`config.mk`:
```
export PLATFORM = sky130hd
export DESIGN_NAME = key_matrix_scanner
export DESIGN_NICKNAME = d
export VERILOG_FILES = /design/src/rtl/key_matrix_scanner.sv
export SDC_FILE = /design/constraint.sdc
export NUM_CORES = 1
export LEC_CHECK = 0
export BUFFER_PORTS_ARGS = -buffer_cell sky130_fd_sc_hd__buf_4
export CAP_MARGIN = 20
export CORE_MARGIN = 3
export CORE_UTILIZATION = 59
export DETAILED_ROUTE_END_ITERATION = 10
export GPL_TIMING_DRIVEN = 0
export PLACE_DENSITY = 0.79
export SLEW_MARGIN = 20
export SYNTH_ARGS = -nofsm -noshare
export SYNTH_HDL_FRONTEND = slang
export SYNTH_SLANG_ARGS = --single-unit
```
`constraint.sdc`:
```
create_clock -name clk -period 2.8 [get_ports clk]
set_input_delay 0.28 -clock clk [delete_from_list [all_inputs] [get_ports clk]]
set_output_delay 0.28 -clock clk [all_outputs]
set_load 0.01 [all_outputs]
```
`src/rtl/key_matrix_scanner.sv`:
```
// key_matrix_scanner
// Scans a 4x4 active-low key matrix one row at a time, debounces the
// full-scan result and commits a 5-bit key code (5'h10 = no key).
// Optional feature: define KEY_SCAN_AUTOREPEAT_EN to re-pulse key_valid
// every REPEAT_SCANS full scans while the committed key stays held.
module key_matrix_scanner #(
  parameter int SCAN_DIV       = 16,
  parameter int DEBOUNCE_SCANS = 3,
  parameter int REPEAT_SCANS   = 8
) (
  input  logic       clk,
  input  logic       rst,
  input  logic [3:0] col_in,
  output logic [3:0] row_out,
  output logic [4:0] key,
  output logic       key_valid,
  output logic       key_down
);

  localparam int DIV_W = $clog2(SCAN_DIV);
  localparam int STB_W = $clog2(DEBOUNCE_SCANS + 1);
  localparam logic [4:0]       NO_KEY     = 5'h10;
  localparam logic [DIV_W-1:0] DWELL_LAST = DIV_W'(SCAN_DIV - 1);
  localparam logic [STB_W-1:0] STB_MAX    = STB_W'(DEBOUNCE_SCANS);

  // Parameter sanity: a row must dwell long enough for the 2-flop synchronizer.
  if (SCAN_DIV < 4 || DEBOUNCE_SCANS < 1 || REPEAT_SCANS < 1) begin : g_param_check
    $error("key_matrix_scanner: SCAN_DIV>=4, DEBOUNCE_SCANS>=1, REPEAT_SCANS>=1 required");
  end

  // Synchronizer holds raw active-low columns; snapshot holds 1 = pressed.
  logic [3:0]       col_s1_q, col_s1_d;
  logic [3:0]       col_s2_q, col_s2_d;
  logic [1:0]       row_q, row_d;
  logic [DIV_W-1:0] dwell_q, dwell_d;
  logic [15:0]      snap_q, snap_d;
  logic             scan_done_q, scan_done_d;
  logic [4:0]       prev_q, prev_d;
  logic [STB_W-1:0] stable_q, stable_d;
  logic [4:0]       key_q, key_d;
  logic             key_down_q, key_down_d;
  logic             key_valid_q, key_valid_d;
  logic [4:0]       result;

`ifdef KEY_SCAN_AUTOREPEAT_EN
  localparam int REP_W = (REPEAT_SCANS > 1) ? $clog2(REPEAT_SCANS) : 1;
  localparam logic [REP_W-1:0] REP_LAST = REP_W'(REPEAT_SCANS - 1);
  logic [REP_W-1:0] rep_q, rep_d;
`endif

  // Priority-encode the completed snapshot: lowest pressed index wins.
  always_comb begin
    result = NO_KEY;
    for (int i = 15; i >= 0; i--) begin
      if (snap_q[i]) result = 5'(i);
    end
  end

  // Next state: row scanning, snapshot capture, debounce and commit.
  always_comb begin
    col_s1_d    = col_in;
    col_s2_d    = col_s1_q;
    row_d       = row_q;
    dwell_d     = dwell_q + 1'b1;
    snap_d      = snap_q;
    scan_done_d = 1'b0;
    prev_d      = prev_q;
    stable_d    = stable_q;
    key_d       = key_q;
    key_down_d  = key_down_q;
    key_valid_d = 1'b0;
`ifdef KEY_SCAN_AUTOREPEAT_EN
    rep_d       = rep_q;
`endif

    if (dwell_q == DWELL_LAST) begin
      dwell_d = '0;
      snap_d[{row_q, 2'b00} +: 4] = ~col_s2_q;
      row_d = row_q + 1'b1;
      scan_done_d = (row_q == 2'd3);
    end

    // The snapshot is complete one cycle after the row-3 sample.
    if (scan_done_q) begin
      if (result == prev_q) begin
        stable_d = (stable_q == STB_MAX) ? stable_q : stable_q + 1'b1;
      end else begin
        stable_d = STB_W'(1);
      end
      prev_d = result;

      if (stable_d == STB_MAX && result != key_q) begin
        key_d       = result;
        key_down_d  = (result != NO_KEY);
        key_valid_d = (result != NO_KEY);
`ifdef KEY_SCAN_AUTOREPEAT_EN
        rep_d       = '0;
`endif
      end
`ifdef KEY_SCAN_AUTOREPEAT_EN
      else if (key_down_q && result == key_q) begin
        if (rep_q == REP_LAST) begin
          rep_d       = '0;
          key_valid_d = 1'b1;
        end else begin
          rep_d = rep_q + 1'b1;
        end
      end
`endif
    end
  end

  // State registers with synchronous reset.
  always_ff @(posedge clk) begin
    if (rst) begin
      col_s1_q    <= 4'hF;
      col_s2_q    <= 4'hF;
      row_q       <= 2'd0;
      dwell_q     <= '0;
      snap_q      <= 16'h0000;
      scan_done_q <= 1'b0;
      prev_q      <= NO_KEY;
      stable_q    <= '0;
      key_q       <= NO_KEY;
      key_down_q  <= 1'b0;
      key_valid_q <= 1'b0;
`ifdef KEY_SCAN_AUTOREPEAT_EN
      rep_q       <= '0;
`endif
    end else begin
      col_s1_q    <= col_s1_d;
      col_s2_q    <= col_s2_d;
      row_q       <= row_d;
      dwell_q     <= dwell_d;
      snap_q      <= snap_d;
      scan_done_q <= scan_done_d;
      prev_q      <= prev_d;
      stable_q    <= stable_d;
      key_q       <= key_d;
      key_down_q  <= key_down_d;
      key_valid_q <= key_valid_d;
`ifdef KEY_SCAN_AUTOREPEAT_EN
      rep_q       <= rep_d;
`endif
    end
  end

  assign row_out   = ~(4'b0001 << row_q);
  assign key       = key_q;
  assign key_valid = key_valid_q;
  assign key_down  = key_down_q;

endmodule

```
# Word level (Yosys, flattened, before mapping)
# Index checks and enable logic that the tools add are counted.
[word_totals] output_inout_bits=11 register_bits=45
[classes] reduce_logical=5 eq_ne=7 n_shift=3 n_bitwise=5 n_mux=20 addsub=4
[ops] operator="$mux 5" n=16
[ops] operator="$bwmux 16" n=1
[ops] operator="$shift 4x6->16 const A" n=1
[ops] operator="$shiftx 4x6->16" n=1
[ops] operator="$not 4->4" n=2
[ops] operator="$eq 2x2->1 const B" n=3
[ops] operator="$mux 2" n=3
[ops] operator="$neg 4->6" n=1
[ops] operator="$eq 5x5->1" n=1
[ops] operator="$ne 5x5->1" n=1
[ops] operator="$ne 5x5->1 const B" n=1
[ops] operator="$add 2x1->2 const B" n=2
[ops] operator="$add 4x1->4 const B" n=1
[ops] operator="$eq 4x4->1 const B" n=1
[ops] operator="$reduce_or 2->1" n=2
[ops] operator="$shl 1x2->4 const A" n=1
[ops] operator="$not 1->1" n=3
[ops] operator="$reduce_or 3->1" n=1
[ops] operator="$reduce_and 2->1" n=1
[ops] operator="$logic_and 1x1->1" n=1

# Longest topological paths before layout
# Gate-level depths: netlist (run 1).
[logic_depth] ltp_word=23 ltp_mapped=9 ltp_nobuf=7

# Worst setup path after synthesis (run 1)
# OpenSTA, ideal clock, no wires.
[synth_timing] path_type="register to register" start="register snap_q[5]" end="register key_down_q (netlist: key_down)" arrival_time_ps=2012 setup_ps=115 slack_ps=673 path_buffers=2 t_required_ps=2685 stages_incl_launch_ff=10 cell_sequence="dfxtp_1 -> buf_6 -> or4_4 -> and4bb_4 -> mux2i_1 -> o21ai_2 -> and4_1 -> buf_6 -> a31oi_1 -> nor2b_1"
[synth_between] elab_chain_cells=12 elab_cells_between_ends=14
[synth_rtl] item="start: declaration" line_no="36" source="logic [15:0] snap_q, snap_d;"
[synth_rtl] item="start signal: assignment" line_no="135" source="snap_q <= snap_d;"
[synth_rtl] item="$mux 5 * (6 in series)" line_no="55" source="if (snap_q[i]) result = 5'(i);"
[synth_rtl] item="$eq 5x5->1" line_no="85" source="if (result == prev_q) begin"
[synth_rtl] item="$mux 2" line_no="85"
[synth_rtl] item="$mux 2" line_no="84" source="if (scan_done_q) begin"
[synth_rtl] item="$eq 2x2->1" line_no="92" source="if (stable_d == STB_MAX && result != key_q) begin"
[synth_rtl] item="$logic_and 1x1->1" line_no="92"
[synth_rtl] item="$reduce_and 2->1 (no source line)"
[synth_rtl] item="end signal: assignment" line_no="140" source="key_down_q <= key_down_d;"
[synth_rtl] item="end: declaration" line_no="41" source="logic key_down_q, key_down_d;"
# Every way passes the cells marked *; elsewhere a longest branch is shown, timed or not. The select of a mux whose other input is x is not followed.
# A chain may end at the register's enable or synchronous reset.

# Worst setup path after layout (run 1)
[layout_timing] start="register snap_q[0]" end="register key_q[1] (netlist: key[1])"
[layout_between] elab_chain_cells=7 elab_cells_between_ends=8
[layout_rtl] item="$mux 5 *" line_no="55"
[layout_rtl] item="$eq 5x5->1" line_no="85"
[layout_rtl] item="$mux 2" line_no="85"
[layout_rtl] item="$mux 2" line_no="84"
[layout_rtl] item="$eq 2x2->1" line_no="92"
[layout_rtl] item="$logic_and 1x1->1" line_no="92"
[layout_rtl] item="$reduce_and 2->1 (no source line)"
[layout_rtl] item="end signal: assignment" line_no="139" source="key_q <= key_d;"
[layout_rtl] item="end: declaration" line_no="40" source="logic [4:0] key_q, key_d;"
# Marks and branches as above.

==> impl_metrics.json, run 1 <==
{
  "htreeDepth": 2,
  "initial_core_util_pct": 62.6,
  "final.setup_skew_ns": 0.00278,
  "period_share_pct": 85.0,
  "hold_buffers": 0,
  "cts-resized-gates": 0,
  "fmax_ghz": 0.420,
  "worst_hold_path_type": "in -> reg",
  "die_area_um2": 4390,
  "synth_edf_count": 0,
  "relSlewSlack_pct": 63.0,
  "wl_per_cell_um": 14.3,
  "diodes": 0,
  "drc": 0,
  "cts_made_buffers": 5,
  "powerDensity_nw_per_um2": 490,
  "min_period_ns": 2.38,
  "final_cells": 314,
  "track_usage_pct": 23.0,
  "rows": 21,
  "peakVddDrop_mv": 0.405,
  "antenna_found_initial": 0,
  "hpwlAfterDp_um": 3200,
  "via_per_inst": 5.73,
  "clock_path_buffers": 2,
  "syn_nets": 258,
  "clkTransAtPathRegs_ns": 0.13,
  "cts.root.buffer_cell": "clkbuf_4",
  "p_leak_nw": 0.891,
  "fin_total_pwr_mw": 1.18,
  "finalHoldWorstSlack_ns": 0.0786,
  "postCtsSetupRepairBufs": 0,
  "drt-total-wl_um": 4480,
  "fp.dieH_um": 66.2,
  "grt_setup_unrepaired": "no",
  "yosys_register_bits": 45,
  "synth_ff_type": "dfxtp_1",
  "max_cap_violations": 0,
  "ys_types": 50,
  "num_vias": 1799,
  "worstSetupStartpointType": "flip-flop",
  "async_reset_ff_share_pct": 0,
  "grt_pass1_wl_um": 7680,
  "slew_violations": 0,
  "dpl.cell_count": 306,
  "first_pass_iters": 4,
  "finalCoreUtilization_pct": 70.7,
  "synth-seq-area-share_pct": 42.1,
  "run_status": "finished, final reports clean",
  "setup_viol": 0,
  "clkSinkCount": 45,
  "crit_fanout": 6,
  "die_w_um": 66.2,
  "timing.setup.tns_ns": 0,
  "grt_overflow": 0,
  "synth_area_um2": 2140,
  "coreArea_um2": 3420,
  "cts_tree": "yes",
  "drive_gt1_share_pct": 17.2,
  "syn_inst": 245,
  "worstPathArrival_ns": 2.64,
  "critical_path_required_ns": 3.06,
  "syn-mean-instance-area_um2": 8.73,
  "grt_max_degree": 16,
  "nets": 280,
  "initialDrtViolationCount": 154,
  "drtAntennaViolNets": 0,
  "grt_pass1_vias": 1633,
  "end_kind": "flip-flop",
  "io_pins": 17,
  "hold_violations": 0,
  "gp_congestion": 0.914,
  "areaGrowthSynthToFinish_pct": 12.9,
  "tightest_slew_ns": 0.550,
  "path_class": "reg -> reg",
  "port_buffers": 15,
  "clk_latency_ns": 0.37,
  "yosys_warnings": 0
}
per-stage QoR:
step           cell area, um2  setup WS (ns)
4_1_cts                  2420          0.457
3_3_place_gp             2310          0.524
6_report                 2420          0.420
5_1_grt                  2420          0.311
2_1_floorplan            2140          0.673
3_5_place_dp             2310          0.498
critical path, stage by stage, from the launching register on:
cell and delay (ns):
dfxtp_1 0.39, or4_4 0.59, and4bb_4 0.40, mux2i_1 0.10, o21ai_2 0.17, nand4_1 0.26, nor3_1 0.32, nor3_2 0.06
report_power, final:
| part | internal, mW | switching, mW | total [mW] |
|---|---|---|---|
| logic | 0.0127 | 0.0148 | 0.0275 |
| clock network | 0.281 | 0.219 | 0.500 |
| registers | 0.649 | 0.00702 | 0.656 |
sequential cells by signal, summed over array words and instances, names as in the netlist:
| name | flops |
|---|---|
| col_s1_q | 4 |
| dwell_q | 4 |
| key | 5 |
| key_valid | 1 |
| snap_q | 16 |
| key_down | 1 |
| scan_done_q | 1 |
| prev_q | 5 |
| stable_q | 2 |
| row_q | 2 |
| col_s2_q | 4 |
cell usage in the layout, fill, tap and decap left out, types with 4 or more instances in the layout:
| cell | synthesis | routed |
|---|---|---|
| mux2i_1 | 5 | 5 |
| clkbuf_1 | 7 | 7 |
| nor2b_1 | 4 | 4 |
| a21oi_1 | 25 | 25 |
| nand3_1 | 5 | 5 |
| dfxtp_1 | 45 | 45 |
| o21ai_0 | 4 | 4 |
| or2_2 | 8 | 8 |
| clkbuf_4 | 0 | 5 |
| nor3_1 | 22 | 22 |
| xnor2_1 | 4 | 4 |
| inv_1 | 11 | 11 |
| nor2_1 | 34 | 34 |
| buf_4 | 0 | 15 |
| nand2_1 | 7 | 7 |
| ha_1 | 7 | 7 |
routing by layer:
layer	wire [um]	up-vias	global-route usage, %
met4	74	0	9.39
met3	198	6	5.95
met5	0	-	0
met1	2130	829	31.3
met2	2080	45	34.4
li1	-	919	-
cell type report:
type	instances	area [um2]
multi-input combinational	180	1150
inverter	11	41.3
clock inverter	3	68.8
clock buffer	5	37.5
timing repair buffer	15	113
tap	46	57.6
sequential	45	901
fill	287	1000
buffer	9	48.8
cells in the mapped netlist, types with 3 or more instances:
library cell / instances / share of area (%)
a211oi_1: 3 / 1.1
a21oi_1: 25 / 5.8
clkbuf_1: 7 / 1.2
dfxtp_1: 45 / 42
ha_1: 7 / 4.1
inv_1: 11 / 1.9
mux2i_1: 5 / 2.3
nand2_1: 7 / 1.2
nand2b_1: 3 / 0.88
nand3_1: 5 / 1.2
nor2_1: 34 / 6.0
nor2b_1: 4 / 1.2
nor3_1: 22 / 5.1
nor4_1: 3 / 0.88
o21ai_0: 4 / 0.94
o21ai_1: 3 / 0.70
or2_2: 8 / 2.3
or3_1: 3 / 0.88
xnor2_1: 4 / 1.6
logic make-up after synthesis:
group	share of synthesized area (%)
AND/OR/NAND/NOR	28.9
AO/OA/AOI/OAI	16.3
flip-flops	42.1
buffers and inverters	4.21
adder cells (fa/ha/maj)	4.09
XOR/XNOR	2.05
multiplexers	2.34
path summary, 6_finish.rpt:
| check | slack [ns] | endpoint | start | depth (start not counted) |
|---|---|---|---|---|
| min reg2reg | 0.42 | col_s2_q[1] | col_s1_q[1] | 1 |
| max reg2reg | 0.42 | key[1] | snap_q[0] | 7 |
| max | 0.42 | key[1] | snap_q[0] | 7 |
| min | 0.08 | col_s1_q[0] | col_in[0] | 2 |
Power figures use the tool's default switching activity.
==> run 2, diff against run 1 <==
Settings changed: RECOVER_POWER from default to 25.
==> run 2 against run 1 <==
Compared with the run above:
- final cell count unchanged
- die area did not move
- maximum frequency is 0.54% higher
- wire length down 0.11%
- critical path type unchanged
- critical endpoint unchanged
- largest cell class unchanged
==> impl_metrics.json, run 2 (synthesized netlist as in run 1, its figures left out) <==
{
  "run_status": "finished, final reports clean",
  "grt_max_degree": 16,
  "grt_overflow": 0,
  "htreeDepth": 2,
  "num_vias": 1798,
  "worstPathArrival_ns": 2.63,
  "path_class": "reg -> reg",
  "diodes": 0,
  "via_per_inst": 5.73,
  "die_area_um2": 4390,
  "cts.root.buffer_cell": "clkbuf_4",
  "final.setup_skew_ns": 0.00310,
  "areaGrowthSynthToFinish_pct": 12.2,
  "critical_path_required_ns": 3.06,
  "postCtsSetupRepairBufs": 0,
  "stdcell_area_um2": 2400,
  "cts_tree": "yes",
  "drt-total-wl_um": 4480,
  "powerDensity_nw_per_um2": 493,
  "max_cap_violations": 0,
  "finalCoreUtilization_pct": 70.3,
  "min_to": "col_s1_q[0]",
  "coreArea_um2": 3420,
  "slowest_stage": "or4_4",
  "wl_per_cell_um": 14.3,
  "p_leak_nw": 0.874,
  "largest_register_ffs": 16,
  "antenna_found_initial": 0,
  "end_kind": "flip-flop",
  "nets": 280,
  "grt_setup_unrepaired": "no",
  "regToRegSetupSlack_ns": 0.43,
  "initial_core_util_pct": 62.6,
  "fmax_ghz": 0.422,
  "fp.dieH_um": 66.2,
  "worst_hold_path_type": "in -> reg",
  "drc": 0,
  "worstRegToRegCells": 7,
  "placed_area_um2": 2310,
  "relSlewSlack_pct": 62.8,
  "io_pins": 17,
  "gp_congestion": 0.914,
  "cts_made_buffers": 5,
  "dpl.cell_count": 306,
  "cts-resized-gates": 0,
  "clk_latency_ns": 0.37,
  "tightest_slew_ns": 0.553,
  "grt_pass1_wl_um": 7680,
  "setup_viol": 0,
  "r2r-start": "snap_q[0]",
  "drive_gt1_share_pct": 15.7,
  "hold_violations": 0,
  "mostFrequentLayoutCell": "dfxtp_1",
  "peakVddDrop_mv": 0.405,
  "rows": 21,
  "grt_pass1_vias": 1633,
  "first_pass_iters": 4,
  "layout.cells.most_common_list": "dfxtp_1, nor2_1, a21oi_1, nor3_1",
  "clock_path_buffers": 2,
  "die_w_um": 66.2,
  "slew_violations": 0,
  "initialDrtViolationCount": 148,
  "slowest_delay_ns": 0.59,
  "hold_buffers": 0,
  "port_buffers": 15,
  "hpwlAfterDp_um": 3200,
  "r2r_end": "key[1]",
  "period_share_pct": 84.5,
  "crit_fanout": 6,
  "final_cells": 314,
  "worstSetupStartpointType": "flip-flop",
  "top_register": "snap_q",
  "min_period_ns": 2.37,
  "hold_path_depth": 2,
  "timing.setup.tns_ns": 0,
  "clkTransAtPathRegs_ns": 0.13,
  "crit_chain": "or4_4 > and4bb_4 > mux2i_1 > o21ai_2 > nand4_1 > nor3_1 > nor3_2",
  "track_usage_pct": 23.0,
  "min_from": "col_in[0]",
  "drtAntennaViolNets": 0,
  "clkSinkCount": 45
}
run 2: cell count changes in the layout (fill, tap and decap cells not counted):
cell      delta
clkbuf_1     +4
buf_4        -4
run 2: cell type report:
class | count | area [um2]
multi-input combinational | 180 | 1150
fill | 292 | 1010
sequential | 45 | 901
timing repair buffer | 15 | 97.6
tap | 46 | 57.6
inverter | 11 | 41.3
clock inverter | 3 | 68.8
clock buffer | 5 | 37.5
buffer | 9 | 48.8
run 2: per-layer routing:
metal	part of all wire (%)	vias up	GRT usage, %
li1	-	919	-
met1	47	826	31.3
met2	46	45	34.4
met3	4.4	8	5.95
met4	1.7	0	9.39
met5	0	-	0
run 2: worst max path at each step:
stage | startpoint | to | slack (ns)
6_report | snap_q[0] | key[1] | 0.43
3_5_place_dp | snap_q[11] | key_down | 0.50
5_1_grt | snap_q[11] | key[1] | 0.31
4_1_cts | snap_q[0] | key[1] | 0.46
3_3_place_gp | snap_q[0] | key_down | 0.52
2_1_floorplan | snap_q[5] | key_down | 0.67
run 2: critical path, delay by kind of cell (launching register included):
kind / cells / cell delay, ns
compound gates: 1 / 0.17
flops: 1 / 0.39
mux: 1 / 0.10
simple gates: 5 / 1.61
run 2: through the flow:
step	setup slack [ns]	total power, mW	hold WS, ns
after floorplan	0.673	0.687	0.384
after global placement	0.524	0.697	0.391
after detailed placement	0.498	0.698	0.394
after CTS	0.457	1.19	0.0695
after global routing	0.311	1.23	0.0674
final	0.433	1.18	0.0782
run 2: where the power goes:
group          internal (mW)  leakage (nW)  switching [mW]
Combinational         0.0127         0.453          0.0148
Clock                  0.281        0.0558           0.219
Sequential             0.649         0.365         0.00701
==> run 3, diff against run 2 <==
Clock period 2.8 ns to 2.4 ns, I/O delays scaled along.
==> run 3 against run 2 <==
Compared with the run above:
- final cell count grew 0.32%
- power grew 16%
- critical path type unchanged
- utilization grew 1.4 points
- sequential share of layout area shrank 0.66 points
- non-clock buffer count grew 1
- maximum frequency grew 1.7%
- clock skew grew 0.0014 ns
- count of clock-buffer cells in the layout is the same
- first-iteration DRC count shrank 9.5%
- die area is the same
- register-to-register slack lost 0.36 ns
- worst setup slack lost 0.36 ns
==> impl_metrics.json, run 3 (synthesized netlist as in run 1, its figures left out) <==
{
  "run_status": "finished, final reports clean",
  "grt-busiest-layer": "met2",
  "top_register": "snap_q",
  "clkSinkCount": 45,
  "initialDrtViolationCount": 134,
  "period_share_pct": 96.9,
  "die_area_um2": 4390,
  "wl_per_cell_um": 14.1,
  "powerDensity_nw_per_um2": 563,
  "clk_latency_ns": 0.37,
  "die_w_um": 66.2,
  "slowest_delay_ns": 0.53,
  "setup_viol": 0,
  "antenna_found_initial": 0,
  "grt_pass1_wl_um": 7680,
  "worstPathArrival_ns": 2.60,
  "port_buffers": 15,
  "tightest_slew_ns": 0.537,
  "hold_violations": 0,
  "slowest_stage": "or4_4",
  "path_class": "reg -> reg",
  "largest_register_ffs": 16,
  "hold_path_depth": 2,
  "peakVddDrop_mv": 0.472,
  "min_period_ns": 2.33,
  "regToRegSetupSlack_ns": 0.07,
  "slew_violations": 0,
  "min_to": "col_s1_q[0]",
  "drtAntennaViolNets": 0,
  "diodes": 0,
  "clkTransAtPathRegs_ns": 0.13,
  "use_met1_pct": 31.3,
  "max_cap_violations": 0,
  "min_from": "col_in[0]",
  "hpwlAfterDp_um": 3200,
  "crit_buf_inv": 2,
  "r2r-start": "snap_q[5]",
  "drt-total-wl_um": 4430,
  "finalCoreUtilization_pct": 71.6,
  "mostFrequentLayoutCell": "dfxtp_1",
  "cts.root.buffer_cell": "clkbuf_4",
  "met3_usage_pct": 5.95,
  "grt_max_degree": 16,
  "gp_congestion": 0.914,
  "stdcell_area_um2": 2450,
  "crit_start": "snap_q[5]",
  "r2r_end": "key_down",
  "worstRegToRegCells": 9,
  "drc": 0,
  "fillers": 280,
  "crit_chain": "buf_6 > or4_4 > and4bb_4 > mux2i_1 > o21ai_2 > and4_1 > buf_6 > a31oi_2 > nor2b_1",
  "crit_path_frequent_cell": "buf_6",
  "placed_area_um2": 2310,
  "use_met2_pct": 34.4,
  "drive_gt1_share_pct": 18.6,
  "via_per_inst": 5.72,
  "coreArea_um2": 3420,
  "grt_overflow": 0,
  "layout.cells.most_common_list": "dfxtp_1, nor2_1, a21oi_1, nor3_1, buf_4",
  "fmax_ghz": 0.430,
  "grt_pass1_vias": 1633,
  "worstSetupStartpointType": "flip-flop",
  "path_delay_family": "simple AND/OR/NAND/NOR gates",
  "crit_cells": 9,
  "areaGrowthSynthToFinish_pct": 14.4,
  "track_usage_pct": 23.0,
  "relSlewSlack_pct": 63.9,
  "crit_fanout": 9,
  "num_vias": 1802,
  "worst_hold_path_type": "in -> reg",
  "p_leak_nw": 0.887,
  "cts_made_buffers": 5,
  "clock_path_buffers": 2,
  "critical_path_required_ns": 2.68,
  "htreeDepth": 2,
  "initial_core_util_pct": 62.6,
  "final.setup_skew_ns": 0.00447,
  "first_pass_iters": 4,
  "cts_tree": "yes",
  "end_kind": "flip-flop",
  "rows": 21,
  "finalHoldWorstSlack_ns": 0.0429,
  "io_pins": 17,
  "nets": 281,
  "fp.dieH_um": 66.2
}
[run 3: power by group]
group          internal (mW)  switching (mW)  total [mW]
sequential             0.757         0.00832       0.766
combinational         0.0151          0.0175      0.0326
clock                  0.328           0.252       0.580
[run 3: area by class of cell]
cell class / instances / area, um2 / share of cell area (%)
Inverter: 11 / 41.3 / 1.69
Multi-Input combinational cell: 180 / 1180 / 48.3
Timing Repair Buffer: 16 / 109 / 4.45
Clock inverter: 3 / 68.8 / 2.81
Sequential cell: 45 / 902 / 36.9
Tap cell: 46 / 57.6 / 2.35
Clock buffer: 5 / 37.5 / 1.53
Buffer: 9 / 48.8 / 1.99
[run 3: worst max path at each step]
stage	endpoint	slack (ns)
3_3_place_gp	key_down	0.12
6_report	key_down	0.07
3_5_place_dp	key_down	0.1
4_1_cts	key[1]	0.06
5_1_grt	key_down	-0.005
2_1_floorplan	key_down	0.27
[run 3: repair_timing]
| action | 4_1_cts | 5_1_grt |
|---|---|---|
| resized for setup | 0 | 8 |
| setup buffers | 0 | 1 |
| hold buffers | 0 | 0 |
| endpoints found under the setup margin | 0 | 6 |
[run 3: per-stage QoR]
stage               setup slack [ns]   TNS, ns  total power [mW]  instances
floorplan                      0.273         0             0.801        245
global placement               0.124         0             0.813        306
detailed placement            0.0975         0             0.814        306
CTS                           0.0569         0              1.39        314
global route                -0.00500  -0.00500              1.43        315
finish                        0.0734         0              1.38        315
[run 3: layer usage]
layer	share of wire [%]	wire length, um
met5	0	0
met4	1.9	86
met3	3.3	148
met2	46	2060
met1	48	2140
